[config.mk]
export PLATFORM = sky130hd
export DESIGN_NAME = uart_rx_fifo
export DESIGN_NICKNAME = d
export VERILOG_FILES = /design/src/rtl/uart_rx_fifo.sv
export SDC_FILE = /design/constraint.sdc
export NUM_CORES = 1
export LEC_CHECK = 0
export BUFFER_PORTS_ARGS = -buffer_cell sky130_fd_sc_hd__buf_2
export CORE_MARGIN = 2
export CORE_UTILIZATION = 30
export CTS_CLUSTER_SIZE = 14
export DETAILED_ROUTE_END_ITERATION = 10
export PLACE_DENSITY = 0.56
export REMOVE_ABC_BUFFERS = 1
export SYNTH_ARGS = -nofsm -noshare
export SYNTH_HDL_FRONTEND = slang
export SYNTH_SLANG_ARGS = --single-unit
[constraint.sdc]
create_clock -name clk -period 2.3 [get_ports clk]
set_input_delay 0.23 -clock clk [delete_from_list [all_inputs] [get_ports clk]]
set_output_delay 0.23 -clock clk [all_outputs]
set_load 0.02 [all_outputs]
[src/rtl/uart_rx_fifo.sv]
// 8N1 UART receiver with 2-FF input synchroniser and a FWFT byte FIFO.
// Bytes are pushed the cycle after a good stop bit and popped on valid && ready.
module uart_rx_fifo #(
   parameter int BAUD_DIV   = 868,
   parameter int FIFO_DEPTH = 8,
   parameter int CNT_W      = $clog2(FIFO_DEPTH) + 1
) (
   input  logic             clk,
   input  logic             rst_n,
   input  logic             rxd,
   input  logic             clr_err,
   input  logic             rx_ready,
   output logic             rx_valid,
   output logic [7:0]       rx_data,
   output logic             frame_err,
   output logic             overflow,
   output logic [CNT_W-1:0] fifo_cnt
);

   localparam int PTR_W = $clog2(FIFO_DEPTH);
   localparam int BW    = $clog2(BAUD_DIV);
   localparam logic [BW-1:0] LAST      = BW'(BAUD_DIV - 1);
   localparam logic [BW-1:0] HALF_LAST = BW'(BAUD_DIV / 2 - 1);
   localparam logic [CNT_W-1:0] FULL   = CNT_W'(FIFO_DEPTH);

   typedef enum logic [2:0] {
      IDLE,
      START,
      DATA,
      STOP,
      BRK
   } state_t;

   state_t state_q, state_d;

   logic             meta_q, rxs_q;
   logic [BW-1:0]    baud_q, baud_d;
   logic [2:0]       bit_q, bit_d;
   logic [7:0]       shift_q, shift_d;
   logic             push_q, push_d;
   logic             ferr_q, ferr_d;
   logic             ovf_q, ovf_d;
   logic [PTR_W-1:0] wr_ptr_q, wr_ptr_d;
   logic [PTR_W-1:0] rd_ptr_q, rd_ptr_d;
   logic [CNT_W-1:0] cnt_q, cnt_d;
   logic [7:0]       mem_q [FIFO_DEPTH];
   logic [7:0]       mem_d [FIFO_DEPTH];

   logic pop, full, wr_en, ovf_set;

   always_comb begin
      state_d = state_q;
      baud_d  = baud_q + BW'(1);
      bit_d   = bit_q;
      shift_d = shift_q;
      push_d  = 1'b0;
      ferr_d  = 1'b0;
      unique case (state_q)
         IDLE: begin
            baud_d = '0;
            if (!rxs_q) state_d = START;
         end
         START: begin
            if (baud_q == HALF_LAST) begin
               baud_d  = '0;
               bit_d   = '0;
               state_d = rxs_q ? IDLE : DATA;
            end
         end
         DATA: begin
            if (baud_q == LAST) begin
               baud_d         = '0;
               shift_d[bit_q] = rxs_q;
               if (bit_q == 3'd7) state_d = STOP;
               else               bit_d   = bit_q + 3'd1;
            end
         end
         STOP: begin
            if (baud_q == LAST) begin
               baud_d = '0;
               if (rxs_q) begin
                  push_d  = 1'b1;
                  state_d = IDLE;
               end else begin
                  ferr_d  = 1'b1;
                  state_d = BRK;
               end
            end
         end
         BRK: begin
            // hold off until the line recovers so a stuck-low line yields one error
            baud_d = '0;
            if (rxs_q) state_d = IDLE;
         end
         default: state_d = IDLE;
      endcase
   end

   always_comb begin
      full     = (cnt_q == FULL);
      pop      = (cnt_q != '0) && rx_ready;
      wr_en    = push_q && (!full || pop);
      ovf_set  = push_q && full && !pop;
      wr_ptr_d = wr_en ? wr_ptr_q + PTR_W'(1) : wr_ptr_q;
      rd_ptr_d = pop ? rd_ptr_q + PTR_W'(1) : rd_ptr_q;
      cnt_d    = cnt_q + CNT_W'(wr_en) - CNT_W'(pop);
      mem_d    = mem_q;
      if (wr_en) mem_d[wr_ptr_q] = shift_q;
      ovf_d = ovf_q;
      if (clr_err) ovf_d = 1'b0;
      if (ovf_set) ovf_d = 1'b1;
   end

   always_ff @(posedge clk or negedge rst_n) begin
      if (!rst_n) begin
         meta_q   <= 1'b1;
         rxs_q    <= 1'b1;
         state_q  <= IDLE;
         baud_q   <= '0;
         bit_q    <= '0;
         shift_q  <= '0;
         push_q   <= 1'b0;
         ferr_q   <= 1'b0;
         ovf_q    <= 1'b0;
         wr_ptr_q <= '0;
         rd_ptr_q <= '0;
         cnt_q    <= '0;
         for (int i = 0; i < FIFO_DEPTH; i++) mem_q[i] <= '0;
      end else begin
         meta_q   <= rxd;
         rxs_q    <= meta_q;
         state_q  <= state_d;
         baud_q   <= baud_d;
         bit_q    <= bit_d;
         shift_q  <= shift_d;
         push_q   <= push_d;
         ferr_q   <= ferr_d;
         ovf_q    <= ovf_d;
         wr_ptr_q <= wr_ptr_d;
         rd_ptr_q <= rd_ptr_d;
         cnt_q    <= cnt_d;
         mem_q    <= mem_d;
      end
   end

   assign rx_valid  = (cnt_q != '0);
   assign rx_data   = mem_q[rd_ptr_q];
   assign frame_err = ferr_q;
   assign overflow  = ovf_q;
   assign fifo_cnt  = cnt_q;

endmodule
==> qor.txt <==
F_max: 459 MHz
Mapped cell area: 4910 µm²
Post-synthesis sequential area ratio: 52.5%
Synth Area in Adders: 3.46%
Max Cap Viol: 0
DR DRC count: 0
Top Usage Layer GRT: met2
Final instance area: 5680 µm²
Critical path class: reg -> out
Relative slew slack: 51.4%
Reg2Reg Depth: 11
Layout cells sized above 1: 41.1%
Fin cells: 605
Core area: 15900 µm²
Syn-to-layout area delta: 15.5%
Dpl hpwl: 6430 µm
Nets@finish: 402
Via density: 4.75
Mux share of post-synthesis cell area: 25.4%
Synthesized-area fraction occupied by xor and xnor cells: 2.50%
CTS buffer count: 9
Crit path time final: 2.18 ns
Max H-tree Level: 3
Gr usage total: 11.7%
PortBufs: 19
Slew @ Worst Pin: 0.727 ns
Met3 Use GR: 2.04%
Met1 Track Usage GR: 14.8%
Top FF cell, synth: dfrtp_1
Pleak: 2.70 nW
Largest net degree at the start of global routing: 49
Crit path max fanout: 16
FF+latch count, synth: 103
CTS max path bufs: 2
Crit path arrival time: 1.95 ns
Vias in the first global route: 3048
Worst skew pair latency: 0.35 ns
Total die area: 17400 µm²
CP endpoint: rx_data[6]
Max VDD drop: 0.383 mV
Initial Util: 30.8%
Worst reg-to-reg setup slack: 0.13 ns
First-pass GRT wire length: 16100 µm
M2 GR Usage: 19.9%
Routability Congestion: 0.755
Slew Viols, Final: 0
First-pass DRT Iterations: 4
Syn_area_per_cell: 14.0 µm²
TNS Setup: 0 ns
I/O pin cnt: 20
Synth warn: 0
Global route overflow: 0
Combinational family with the most area after synthesis: multiplexers
Post-synth ARST share: 100%
Final Skew: 0.0107 ns
DR vias: 2875
Cell count after synthesis: 351
Critical Path Max Stage Delay: 0.52 ns
Post-synth EDFFs: 0
Critical path depth: 4
Final Hold Viols: 0
Setup Viol. Count Final: 0
PD cells: 769 nW/µm²
Critical Path Start: rd_ptr_q[0]
Wirelength per Cell: 16.0 µm
Kind of cell adding the most delay to the critical path: multiplexers
Site Rows: 46
Num Clock Sinks: 103
Die X: 132 µm
Post-DRT Antenna Nets: 0
N_diodes: 0
Status: completed
CP cell instances: buf_12 -> mux4_2 -> mux2_2 -> buf_2
WP buf/inv: 2
DRT iter0 DRCs: 113
Slowest-stage cell, CP: mux4_2
Worst reg2reg endpoint: fifo_cnt[1]
Die Y-Extent: 132 µm
Placed Cells: 587
Post-Synth Simple-Gate Area: 9.12%
Yosys cell types: 48
Placed cell areas: 5340 µm²
CP required: 2.07 ns
RR Startpoint: fifo_cnt[2]
Crit path capture type: output pin
Compound-Gate Fraction of Synth Area: 4.61%
CP Launch Type: register
WL final: 9660 µm
Worst Hold Class: in -> reg
CTS tree: built
Initial antenna violation count: 0
Tcrit/Tclk final: 94.8%
CTS root buf: clkbuf_16
Clock transition at path regs: 0.07 ns
[layer usage]
metal,routed length (µm),vias up
met4,167,0
li1,-,1362
met3,176,11
met1,4550,1481
met5,0,-
met2,4770,21
[power by group]
| group | internal [W] | total (W) | switching [W] |
|---|---|---|---|
| clock network | 0.000858 | 0.00157 | 0.000717 |
| logic | 0.000364 | 0.000796 | 0.000432 |
| registers | 0.00189 | 0.00199 | 0.000110 |
| total | 0.00311 | 0.00436 | 0.00126 |
[cell type report]
cell class,instances,area (µm²)
fillers,1565,10300
repair buffers,34,240
inverters,15,56.3
flip-flops and latches,103,2580
clock inverters,7,80.1
well taps,216,270
multi-input cells,221,2220
clock buffers,9,225
[logic make-up (layout without fill, tap and decap cells)]
family                     after synthesis  in the layout
xor gates and xnor gates                14             14
DFF                                    103            103
buffers and inverters                   27             65
and+or+nand+nor                         73             73
adders and majority gates               13             13
muxes                                   95             95
AOI/OAI and AO/OA                       26             26
[sequential cells by signal, indices dropped and copies added, names as in the netlist]
signal     count
wr_ptr_q       3
frame_err      1
rxs_q          1
rd_ptr_q       3
baud_q        10
fifo_cnt       4
meta_q         1
overflow       1
shift_q        8
mem_q         64
bit_q          3
push_q         1
state_q        3
[worst min-delay path by stage]
stage / endpoint / from / depth (start not counted) / slack [ns]
after floorplan: baud_q[0] / rst_n / 0 / -0.07
after global placement: baud_q[1] / rst_n / 1 / 0.20
after detailed placement: baud_q[0] / rst_n / 1 / 0.20
after CTS: overflow / clr_err / 2 / 0.06
after global routing: overflow / clr_err / 2 / 0.08
final: overflow / clr_err / 2 / 0.07
[synthesized netlist by cell type, drive strengths merged, types with 2 or more instances]
library cell    n  share of area [%]
o21ai           9               0.92
ha             12                3.1
a21oi           3               0.31
nor3           14                1.4
mux2           79                 18
o31ai           6               0.92
nand4           6               0.76
nor2b           3               0.38
dfstp           2                1.1
mux4           16                7.3
nor2            8               0.76
nand2          15                1.5
xnor2           9                1.6
nand3           8               0.92
nand2b          3               0.53
buf             9               0.97
inv            15                1.1
clkbuf          3               0.25
nor3b           2               0.41
dfrtp         101                 51
and3            7               0.89
xor2            5               0.89
[timing repair]
item	CTS	global route
hold buffers	2	0
buffers inserted	0	0
setup endpoints to repair	0	6
hold endpoints to repair	28	0
gates resized for setup	0	3
[layout by cell type, fill, tap and decap left out, types with 2 or more instances in the layout]
| cell | count |
|---|---|
| and3_1 | 7 |
| clkinv_4 | 2 |
| mux4_2 | 16 |
| buf_12 | 2 |
| nand4_1 | 6 |
| mux2_1 | 3 |
| o31ai_1 | 6 |
| nand2b_1 | 2 |
| nor3_1 | 14 |
| nand2_2 | 3 |
| a21oi_1 | 3 |
| xnor2_1 | 9 |
| nand2_1 | 11 |
| clkbuf_16 | 9 |
| ha_1 | 10 |
| dfstp_2 | 2 |
| dfrtp_1 | 100 |
| inv_1 | 15 |
| buf_4 | 12 |
| dlygate4sd3_1 | 2 |
| nand3_1 | 7 |
| buf_2 | 18 |
| ha_2 | 2 |
| xor2_1 | 5 |
| nor2b_1 | 3 |
| mux2_2 | 76 |
| o21ai_0 | 9 |
| nor2_1 | 7 |
[stage by stage]
stage	util, %	setup WS (ns)	hold slack [ns]	power [W]
after floorplan	-	-0.0447	-0.0656	0.00254
after global placement	33.5	0.146	0.198	0.00283
after detailed placement	33.5	0.113	0.200	0.00285
after CTS	35.6	0.0298	0.0569	0.00444
after global routing	35.6	-0.000648	0.0838	0.00460
final	35.6	0.121	0.0720	0.00436
[worst register-to-register path, cell delays in order, from the launching register on]
cell and delay, ns:
dfrtp_1 0.34, inv_1 0.07, ha_2 0.19, nand2b_4 0.16
a31oi_4 0.19, inv_1 0.06, ha_1 0.26, inv_1 0.06
ha_2 0.16, inv_1 0.05, fa_1 0.47, inv_1 0.04
Power figures use the tool's default switching activity.
